===== config.mk =====
export PLATFORM = sky130hd
export DESIGN_NAME = line_refill_master
export DESIGN_NICKNAME = d
export VERILOG_FILES = /design/src/rtl/line_refill_master.sv
export SDC_FILE = /design/constraint.sdc
export NUM_CORES = 1
export LEC_CHECK = 0
export ABC_AREA = 1
export CORE_ASPECT_RATIO = 0.9
export CORE_MARGIN = 2
export CORE_UTILIZATION = 40
export CTS_CLUSTER_DIAMETER = 80
export DETAILED_ROUTE_END_ITERATION = 7
export DONT_BUFFER_PORTS = 1
export PLACE_DENSITY_LB_ADDON = 0.2
export SKIP_CTS_REPAIR_TIMING = 1
export SLEW_MARGIN = 10
export SYNTH_ARGS = -nofsm -noshare
export SYNTH_HDL_FRONTEND = slang
export SYNTH_SLANG_ARGS = --single-unit

===== constraint.sdc =====
create_clock -name hclk -period 3.51 [get_ports hclk]
set_input_delay 0.5265 -clock hclk [delete_from_list [all_inputs] [get_ports hclk]]
set_output_delay 0.5265 -clock hclk [all_outputs]
set_load 0.05 [all_outputs]

===== src/rtl/line_refill_master.sv =====
// I-cache line refill over AHB-Lite: one wrapping burst, critical word forwarded first, then the assembled line.
// Zero-wait crit_valid 3 cycles / line_valid BEATS+2 cycles after accept; single miss in flight, hready=0 stalls hold the bus.
module line_refill_master #(
  parameter int CACHE_LINE = 128
) (
  input  logic                  hclk,
  input  logic                  hrstn,
  input  logic                  req_valid,
  output logic                  req_ready,
  input  logic [31:0]           req_addr,
  output logic                  crit_valid,
  output logic [31:0]           crit_data,
  output logic                  line_valid,
  output logic [CACHE_LINE-1:0] line_data,
  output logic [31:0]           line_addr,
  output logic                  line_err,
  output logic [31:0]           haddr,
  output logic [1:0]            htrans,
  output logic [2:0]            hburst,
  output logic [2:0]            hsize,
  output logic                  hwrite,
  output logic [3:0]            hprot,
  output logic [31:0]           hwdata,
  input  logic [31:0]           hrdata,
  input  logic                  hready,
  input  logic                  hresp
);
  localparam int BEATS = CACHE_LINE / 32;
  localparam int BW    = $clog2(BEATS);
  localparam int OFFW  = $clog2(CACHE_LINE / 8);
  localparam logic [31:0]   BASE_MASK = ~((32'd1 << OFFW) - 32'd1);
  localparam logic [BW-1:0] ONE       = {{(BW-1){1'b0}}, 1'b1};
  localparam logic [BW-1:0] LAST_BEAT = {BW{1'b1}};
  localparam logic [2:0]    BURST     = (BEATS == 4) ? 3'b010 : (BEATS == 8) ? 3'b100 : 3'b110;
  localparam logic [1:0]    T_IDLE    = 2'b00;
  localparam logic [1:0]    T_NONSEQ  = 2'b10;
  localparam logic [1:0]    T_SEQ     = 2'b11;

  typedef enum logic [2:0] {S_IDLE, S_ADDR, S_LAST, S_DONE, S_ERR} state_t;

  state_t                state_q;
  logic [31:0]           base_q;
  logic [31:0]           haddr_q;
  logic [31:0]           crit_data_q;
  logic [BW-1:0]         start_q;
  logic [BW-1:0]         acnt_q;
  logic [BW-1:0]         dcnt_q;
  logic                  dph_q;
  logic                  req_ready_q;
  logic                  crit_valid_q;
  logic                  line_valid_q;
  logic                  line_err_q;
  logic [1:0]            htrans_q;
  logic [2:0]            hburst_q;
  logic [CACHE_LINE-1:0] line_data_q;

  logic [BW-1:0]         nbeat_d;
  logic [BW-1:0]         slot_d;
  logic [BW+4:0]         slot_lo_d;
  logic [31:0]           haddr_d;
  logic                  err_first;
  logic                  capture;

  assign nbeat_d   = start_q + acnt_q + ONE;
  assign haddr_d   = base_q | {{(30-BW){1'b0}}, nbeat_d, 2'b00};
  assign slot_d    = start_q + dcnt_q;
  assign slot_lo_d = {slot_d, 5'd0};
  assign err_first = dph_q && hresp && !hready;
  assign capture   = dph_q && hready && !hresp && (state_q == S_ADDR || state_q == S_LAST);

  always_ff @(posedge hclk or negedge hrstn) begin
    if (!hrstn) begin
      state_q      <= S_IDLE;
      base_q       <= '0;
      haddr_q      <= '0;
      crit_data_q  <= '0;
      start_q      <= '0;
      acnt_q       <= '0;
      dcnt_q       <= '0;
      dph_q        <= 1'b0;
      req_ready_q  <= 1'b1;
      crit_valid_q <= 1'b0;
      line_valid_q <= 1'b0;
      line_err_q   <= 1'b0;
      htrans_q     <= T_IDLE;
      hburst_q     <= '0;
      line_data_q  <= '0;
    end else begin
      crit_valid_q <= 1'b0;
      line_valid_q <= 1'b0;
      line_err_q   <= 1'b0;
      if (capture) begin
        line_data_q[slot_lo_d +: 32] <= hrdata;
        dcnt_q                       <= dcnt_q + ONE;
        if (dcnt_q == '0) begin
          crit_valid_q <= 1'b1;
          crit_data_q  <= hrdata;
        end
      end
      case (state_q)
        S_IDLE: begin
          if (req_valid) begin
            base_q      <= req_addr & BASE_MASK;
            start_q     <= req_addr[OFFW-1:2];
            haddr_q     <= {req_addr[31:2], 2'b00};
            htrans_q    <= T_NONSEQ;
            hburst_q    <= BURST;
            acnt_q      <= '0;
            dcnt_q      <= '0;
            dph_q       <= 1'b0;
            req_ready_q <= 1'b0;
            state_q     <= S_ADDR;
          end
        end
        S_ADDR: begin
          if (err_first) begin
            htrans_q <= T_IDLE;
            state_q  <= S_ERR;
          end else if (hready) begin
            dph_q <= 1'b1;
            if (acnt_q == LAST_BEAT) begin
              htrans_q <= T_IDLE;
              state_q  <= S_LAST;
            end else begin
              acnt_q   <= acnt_q + ONE;
              haddr_q  <= haddr_d;
              htrans_q <= T_SEQ;
            end
          end
        end
        S_LAST: begin
          if (err_first) begin
            state_q <= S_ERR;
          end else if (hready) begin
            dph_q        <= 1'b0;
            line_valid_q <= 1'b1;
            state_q      <= S_DONE;
          end
        end
        S_ERR: begin
          // second error cycle completes the response; nothing is captured
          if (hready) begin
            dph_q        <= 1'b0;
            line_valid_q <= 1'b1;
            line_err_q   <= 1'b1;
            state_q      <= S_DONE;
          end
        end
        S_DONE: begin
          req_ready_q <= 1'b1;
          state_q     <= S_IDLE;
        end
        default: state_q <= S_IDLE;
      endcase
    end
  end

  // the first error cycle drops the pending beat to IDLE before the register catches up
  assign htrans     = err_first ? T_IDLE : htrans_q;
  assign haddr      = haddr_q;
  assign hburst     = hburst_q;
  assign hsize      = 3'b010;
  assign hwrite     = 1'b0;
  assign hprot      = 4'b0010;
  assign hwdata     = 32'h0;
  assign req_ready  = req_ready_q;
  assign crit_valid = crit_valid_q;
  assign crit_data  = crit_data_q;
  assign line_valid = line_valid_q;
  assign line_err   = line_err_q;
  assign line_data  = line_data_q;
  assign line_addr  = base_q;
endmodule


==> out/qor.txt <==
STATUS
-------------------------------------------------------------------------------------------
Violated checks                                                                negative hold slack
Status                                                                         finished, violations left

TIMING
-------------------------------------------------------------------------------------------
Tmin final                                                                          2.99 ns
Fin. Hold Viols                                                                         234
Slew Limit Headroom                                                                   31.2%
Worst path setup slack after routing                                               0.523 ns
RSZ-0062 raised after global routing                                                  false
Total negative slack                                                                   0 ns
Min Hold Slack                                                                    -0.293 ns
Max Clk Rate                                                                        335 MHz
Final period utilization                                                              85.1%
Max-slew violation count                                                                  0
Final clock skew                                                                 0.00849 ns
Setup violation total in the final timing report                                          0
Slew at the pin closest to its max-slew limit                                       1.03 ns

SYNTHESIS
-------------------------------------------------------------------------------------------
Number of flip-flops and latches in the synthesized netlist                             235
Post-synth top area cell                                                       sky130_fd_sc_hd__dfrtp_1
Seq/Total Area, Yosys                                                                 52.8%
Top post-synthesis cells by area                                               sky130_fd_sc_hd__dfrtp_1 (53%), sky130_fd_sc_hd__nand2_1 (15%), sky130_fd_sc_hd__o21ai_0 (6.1%)
Number of unique standard cell types used by synthesis                                   32
Instance count of the mapped netlist                                                   1343
Mean instance size in the synthesized netlist                                      8.30 um2
Cell area after synthesis                                                        0.0111 mm2
Count of synthesis-stage warnings from yosys                                              0
Area fraction of the dominant cell type after synthesis                               52.6%

PLACE
-------------------------------------------------------------------------------------------
Total placed cells including tap cells                                                 1618
PortBufs                                                                                  0
Pre-CTS setup slack                                                                0.597 ns
Routability-driven placement congestion ratio                                         0.814
Dpl hpwl                                                                           22700 um

GLOBAL ROUTE
-------------------------------------------------------------------------------------------
Maximum number of pins on one net before global-route repair                            236
Global-route wire length before repair                                             51900 um
GRT Util Overall                                                                      22.8%
Antenna violations before repair                                                          0
Vias in the first global route                                                         8185
Remaining global-route overflow                                                           0

FLOORPLANNING
-------------------------------------------------------------------------------------------
Initial core utilization                                                              41.0%
Die height                                                                           162 um
Core Rows                                                                                57
Area of the die                                                                  0.0292 mm2
Area of the core                                                                 0.0272 mm2
Top-level I/O count                                                                     342
Width of the chip                                                                    180 um

CRITICAL PATH
-------------------------------------------------------------------------------------------
Cell chain of the critical path                                                ha_1 > nand3_1 > nand2_2 > ha_1 > inv_1 > nand2_1 > nor3_1 > nand3_1 > nand2_1
Critical Path Source                                                              dcnt_q[0]
Start-to-end type of the worst setup path                                        reg -> reg
Peak fanout along the critical path                                                      32
Endpoint class of the critical path                                                register
Required @ worst endpoint                                                           3.98 ns
Slowest library cell on the worst path                                         sky130_fd_sc_hd__inv_1
Worst R2R Start                                                                   dcnt_q[0]
Delay of the slowest cell on the worst path                                         0.72 ns
Arrival time worst endpoint                                                         3.45 ns
CP startpoint kind                                                                 register

CELLS AND AREA
-------------------------------------------------------------------------------------------
Number of diodes added for antenna fixing                                                 0
Post-route insts no fill                                                               1666
Nets                                                                                   1369
Leading cell type in the layout, fill and taps excluded                        sky130_fd_sc_hd__nand2_1
Fraction of final layout cells with drive strength greater than 1                     6.71%
Commonest cells after routing, fill and taps aside                             sky130_fd_sc_hd__nand2_1 (451), sky130_fd_sc_hd__dfrtp_1 (234), sky130_fd_sc_hd__o21ai_0 (135)
Area growth from synthesis to layout                                                  6.33%

CTS
-------------------------------------------------------------------------------------------
Number of H-tree levels                                                                   1
Clock transition at the registers of the reported paths                             0.06 ns
TritonCTS clock tree                                                                    yes
Number of clock sinks seen by CTS                                                       235
Max clock buf depth                                                                       3
Insertion delay to the later sink of the worst-skew pair                            0.53 ns
Master cell of the clock root buffer                                           sky130_fd_sc_hd__clkbuf_16
Number of buffers created by CTS                                                         27

ROUTE
-------------------------------------------------------------------------------------------
Number of design-rule violations left by the first detailed-router iteration            639
Average wire per standard cell                                                      20.3 um
Routed via count                                                                       8600
Antenna-violating nets left                                                               0
Average vias per placed instance                                                       5.16
Routed wire length                                                                 33800 um
DRC errors left                                                                           0
Detailed Routing Iterations Pass 1                                                        5

HOLD PATH
-------------------------------------------------------------------------------------------
Type of the worst min-delay path                                                in -> async

JOB
-------------------------------------------------------------------------------------------
Max_cap viols                                                                             0

## cell usage after synthesis (all sizes together)
cell type,count
nand2,457
dfrtp,234
o21ai,168
buf,96
inv,92
nor2,81
nand3,64
nor3,48
clkbuf,43
o211ai,30
nor4,16
ha,7
conb,2
a21oi,1
and2,1
dfstp,1
o31ai,1
or2,1
## metal layers
| layer | share of wire [%] | up-vias | track usage [%] |
|---|---|---|---|
| li1 | - | 4089 | - |
| met1 | 43 | 4098 | 31.7 |
| met2 | 43 | 355 | 33.2 |
| met3 | 11 | 58 | 8.97 |
| met4 | 3.0 | 0 | 6.36 |
| met5 | 0 | - | 0 |
## critical path, delay by kind of cell, from the launching register on
kind	cells	cell delay, ns
simple gates	6	1.15
fa+ha+maj	2	0.65
buf+inv	1	0.72
flops	1	0.40
## state kept, by name (all words and copies together), names as in the netlist
register and flops:
htrans_q 2, crit_data 32, acnt_q 2, hburst 1, crit_valid 1, req_ready 1
dph_q 1, dcnt_q 2, haddr 30, state_q 3, line_data 128, line_valid 1
start_q 2, line_err 1, line_addr 28
## path summary, 6_finish.rpt
| check | endpoint | slack, ns | depth (start not counted) |
|---|---|---|---|
| max | line_data[72] | 0.52 | 9 |
| min in group hclk | state_q[2] | 0.12 | 1 |
| max in group asynchronous | line_data[58] | 3.09 | 0 |
| min reg2reg | htrans_q[1] | 0.47 | 2 |
| min | haddr[30] | -0.29 | 0 |
| max reg2reg | line_data[72] | 0.52 | 9 |
## logic make-up after synthesis
kind of cell    after synthesis  synth area share [%]
compound gates              200                  9.68
fa+ha+maj                     7                 0.786
buf+inv                     231                  11.2
flops                       235                  52.8
other cells                   2                0.0674
simple gates                668                  25.5
## cell type report
cell class,instances,area [um2]
fillers,2744,15300
clock inverters,9,101
flip-flops and latches,235,5880
inverters,92,345
well taps,354,443
multi-input cells,923,4200
repair buffers,14,105
clock buffers,39,771
## per-stage QoR
step,util (%),cell area (um2)
2_1_floorplan,-,11300
3_3_place_gp,40.4,11000
3_5_place_dp,40.4,11000
4_1_cts,43.6,11800
5_1_grt,43.6,11800
6_report,43.6,11800
Power is left out: the tool's default activity adds up to more than one toggle a clock period on the data nets, which glitch-free logic cannot reach.
==> RTL edit 1 (config.mk and constraints unchanged) <==
Reset style: synchronous (`hrstn`), changed in one clocked block.
--- a/src/rtl/line_refill_master.sv
+++ b/src/rtl/line_refill_master.sv
@@ -68,7 +68,7 @@
   assign err_first = dph_q && hresp && !hready;
   assign capture   = dph_q && hready && !hresp && (state_q == S_ADDR || state_q == S_LAST);
 
-  always_ff @(posedge hclk or negedge hrstn) begin
+  always_ff @(posedge hclk) begin
     if (!hrstn) begin
       state_q      <= S_IDLE;
       base_q       <= '0;
Behaviour: differs if hrstn is asserted again (counterexample within 4 cycles, from zero or initial values and one cycle with hrstn low); with hrstn held inactive, the same outputs for 4 cycles.
==> RTL edit 1 against the original RTL <==
Cell area fell by 3.1%; utilization rose by 0.34 points; sequential share of layout area fell by 8.7 points; critical path depth rose by 2; final cell count rose by 12%; worst setup slack improved by 0.51 ns; count of clock-buffer cells in the layout rose by 3; highest routed layer unchanged; synthesized area fell by 4.3%; wire length fell by 0.22%; sequential cell count did not move.
==> RTL edit 1: results (changes against the original RTL) <==
[critical_path]
reg2regPathDepth=11  ; +2
slowest_delay_ns=0.78  ; +0.06 ns
crit_slowest_cell=inv_1
path_max_fanout=32  ; unchanged
r2r_start=dcnt_q[0]
r2r-end=line_data[21]
rrSetupSlack_ns=1.03  ; +0.51 ns
critPathArrivalTime_ns=2.95  ; -0.50 ns
startpoint_type=flip-flop

[grt]
antenna_found_initial=0  ; unchanged
grt_pass1_vias=8744  ; +6.8%
grt_max_degree=130  ; -45%
grt_pass1_wl_um=51540  ; -0.61%
grtUsageTotal_pct=22.99  ; +0.15 points

[power]
irDropWorstVdd_mv=0.6063
leakage_nw=4.674
switching_share_pct=43.41

[routing]
wl_um=33720  ; -0.22%
drtPass1Iterations=5  ; unchanged
drtIter0Drc=768  ; +20%
remaining_drc_errors=0  ; unchanged
vias_per_cell=5.147  ; -0.29%
wl_per_cell_um=18.03  ; -11%

[synth]
syn-instance-count=1573  ; +17%
synth_area_leaders=dfxtp_1 (44%), nor2_1 (12%), nand2_1 (11%), a21oi_1 (4.9%), o21ai_0 (4.3%)
async_flop_share_pct=0  ; -100 points
synth.distinct_cells=27  ; -16%
synth_common_cells=nor2_1 (334), nand2_1 (324), dfxtp_1 (235)
ys_warn_count=0  ; unchanged
ys_seq_area_share_pct=44.10  ; -8.7 points

[outcome]
status=finished, final reports clean

[timing]
slew_headroom_pct=27.96  ; -3.3 points
holdWs_ns=0.1378  ; +0.4303 ns
fin_skew_ns=0.02129  ; +0.01280 ns

[hold_path]
holdPathStages=2
hp-start=hrstn
min_to=haddr[6]
min_path_type=input port to flip-flop

[placed_design]
io_buffers=0  ; unchanged
gp_congestion=0.8468  ; +4.0%
dp_hpwl_um=22030  ; -3.0%
dpl-instance-area_mm2=0.01061  ; -3.4%
place.detailed.instances=1821  ; +13%

[final_layout]
largest_reg_flops=128  ; unchanged
drive_gt1_share_pct=5.388  ; -1.3 points
diodes=0  ; unchanged

[clocking]
clk_pin_slew_ns=0.06  ; about the same
clock_latency_ns=0.54
root_buffer=clkbuf_16
cts_buffer_depth=3  ; unchanged
htree_levels=1  ; unchanged
cts_made_buffers=27  ; unchanged

## RTL edit 1: cell types whose count changed in the layout (fill, tap and decap cells not counted), moves of 47 or more
cell / change
nor2_1: +258
nor3_1: -47
nand2_1: -128
dfxtp_1: +235
a21oi_1: +103
dfrtp_1: -234
nand4_1: +66
## RTL edit 1: kinds of logic (layout without fill, tap and decap cells)
| family | after synthesis | in the layout | share of synthesized area (%) |
|---|---|---|---|
| AND/OR/NAND/NOR | 846 | 846 | 33.36 |
| buffers and inverters | 285 | 188 | 12.21 |
| flip-flops | 235 | 235 | 44.10 |
| AO/OA/AOI/OAI | 198 | 198 | 9.442 |
| adder cells (fa/ha/maj) | 7 | 7 | 0.8210 |
| other | 2 | 48 | 0.07040 |
## RTL edit 1: power groups by stage
stage,sequential [mW],combinational [mW],clock [mW]
after detailed placement,4.20,2.12,0
after global routing,4.18,2.42,2.95
after global placement,4.20,2.11,0
after CTS,4.15,2.14,2.84
after floorplan,4.11,1.75,0
final,4.14,2.13,2.78
## RTL edit 1: final cells by class
cell class	instances	area (um2)
Sequential cell	235	4705
Multi-Input combinational cell	1099	4853
Tap cell	348	435.4
Clock buffer	42	812.0
Timing Repair Buffer	21	170.2
Fill cell	2749	14650
Inverter	118	444.2
Clock inverter	7	63.81
## RTL edit 1: how the worst max path moves through the flow
stage | end | slack [ns] | cells past startpoint
2_1_floorplan | line_data[119] | 0.98 | 12
3_3_place_gp | haddr[5] | 1.06 | 9
3_5_place_dp | haddr[15] | 1.04 | 9
4_1_cts | haddr[15] | 1.01 | 9
5_1_grt | haddr[8] | 0.73 | 9
6_report | line_data[21] | 1.03 | 11
## RTL edit 1: metal layers
metal | GRT usage [%] | up-vias | part of all wire (%)
li1 | - | 4779 | -
met1 | 29.48 | 4434 | 42
met2 | 36.40 | 349 | 45
met3 | 7.783 | 63 | 9.8
met4 | 7.250 | 0 | 3.4
met5 | 0 | - | 0
## RTL edit 1: critical path, delay by kind of cell, from the launching register on
| kind | cells | cell delay [ns] |
|---|---|---|
| flops | 1 | 0.36 |
| simple gates | 7 | 0.63 |
| fa+ha+maj | 2 | 0.54 |
| buf+inv | 2 | 0.84 |
==> RTL edit 2 (same flow settings) <==
Without the edit above. Change the parameter `CACHE_LINE` from 128 to 256.
--- a/src/rtl/line_refill_master.sv
+++ b/src/rtl/line_refill_master.sv
@@ -1,7 +1,7 @@
 // I-cache line refill over AHB-Lite: one wrapping burst, critical word forwarded first, then the assembled line.
 // Zero-wait crit_valid 3 cycles / line_valid BEATS+2 cycles after accept; single miss in flight, hready=0 stalls hold the bus.
 module line_refill_master #(
-  parameter int CACHE_LINE = 128
+  parameter int CACHE_LINE = 256
 ) (
   input  logic                  hclk,
   input  logic                  hrstn,
Interface: changed (resized line_data); port bits go from 342 to 470. The function was not compared with the original's and may differ.
==> RTL edit 2 against the original RTL <==
The flow finishes with violations (hold timing, slew limit); cell area grew 48%; worst setup slack lost 0.16 ns; clock skew grew 0.0060 ns; count of clock-buffer cells in the layout grew 22; utilization grew 0.86 points; synthesized area grew 43%; global-route usage grew 1.6 points; wire length grew 52%; sequential cell count grew 130; first-iteration DRC count grew 87%; largest cell class unchanged.
Power is left out: the tool's default activity adds up to more than one toggle a clock period on the data nets, which glitch-free logic cannot reach.
==> RTL edit 2: results (changes against the original RTL) <==
[synth]
synth.distinct_cells=35  ; +9.4%
synth_area_leaders=dfrtp_1 (57%), nand2_1 (22%), nor2_1 (4.2%), nand3_1 (4.0%), buf_4 (2.9%)

[critical_path]
path_max_fanout=20  ; -38%
crit_slowest_cell=fa_1
slowest_delay_ns=0.47  ; -0.25 ns
reg2regPathDepth=13  ; +4
rrSetupSlack_ns=0.36  ; -0.16 ns
critPathArrivalTime_ns=3.57  ; +0.12 ns
endpoint=line_data[76]
crit_family=adder cells

[grt]
grt_pass1_vias=12040  ; +47%
gr-usage-met3_pct=8.800  ; -0.17 points
grt_use_met2_pct=38.70  ; +5.5 points
grtUsageTotal_pct=24.42  ; +1.6 points
grt_use_met1_pct=31.43  ; -0.31 points

[clocking]
htree_levels=2  ; +1
cts_made_buffers=40  ; +48%

[timing]
hold_viol_final=185  ; -21%
drv_slew=156  ; +156
holdWs_ns=-0.3235  ; -0.03092 ns
period_share_pct=89.73  ; +4.6 points

[final_layout]
largest_reg_flops=256  ; +100%
drive_gt1_share_pct=7.031  ; +0.32 points
n_fill_cell=3991  ; +45%

[outcome]
violations=hold timing, slew limit
status=finished with violations

[placed_design]
dp_hpwl_um=34040  ; +50%

[routing]
wl_per_cell_um=20.90  ; +3.0%

-- RTL edit 2: cell types whose count changed after synthesis, sizes merged, moves of 4 or more --
cell / before / now
a31oi: 0 / 28
clkbuf: 43 / 39
inv: 92 / 35
o21ai: 168 / 45
o211ai: 30 / 1
nand2: 457 / 939
dfrtp: 234 / 364
nor3: 48 / 4
nor2: 81 / 188
buf: 96 / 118
a21oi: 1 / 8
nand3: 64 / 131
nor4: 16 / 0
o21a: 0 / 9
-- RTL edit 2: worst min path at each step --
stage                     cells past startpoint  startpoint              to
final                                         0       hrstn  line_data[162]
after global routing                          0       hrstn   line_data[68]
after CTS                                     0       hrstn   line_data[68]
after detailed placement                      0       hrstn   line_data[68]
after global placement                        0       hrstn   line_data[68]
after floorplan                               0       hrstn       acnt_q[0]
-- RTL edit 2: area by class of cell --
cell class | count | area (um2) | share of cell area (%)
well taps | 532 | 665.6 | 3.803
inverters | 37 | 141.4 | 0.8078
flip-flops and latches | 365 | 9135 | 52.19
multi-input cells | 1416 | 5951 | 34.00
repair buffers | 31 | 282.8 | 1.616
clock inverters | 10 | 117.6 | 0.6720
clock buffers | 61 | 1210 | 6.913
-- RTL edit 2: through the flow --
stage	cells	hold slack, ns
finish	2452	-0.3235
global route	2452	-0.3482
CTS	2452	-0.3528
detailed placement	2381	0.2400
global placement	2381	0.2393
floorplan	1975	0.2309
-- RTL edit 2: logic make-up after synthesis --
family | count (synthesis) | share of synthesized area [%]
XOR/XNOR | 1 | 0.05512
buffers and inverters | 194 | 6.534
adder cells (fa/ha/maj) | 11 | 0.9605
other | 2 | 0.04725
flip-flops | 365 | 57.48
AND/OR/NAND/NOR | 1263 | 31.59
AO/OA/AOI/OAI | 92 | 3.330
-- RTL edit 2: metal layers --
metal / part of all wire, % / wire length, um
met1: 42 / 21600
met2: 46 / 23480
met3: 9.9 / 5051
met4: 2.2 / 1116
met5: 0 / 0
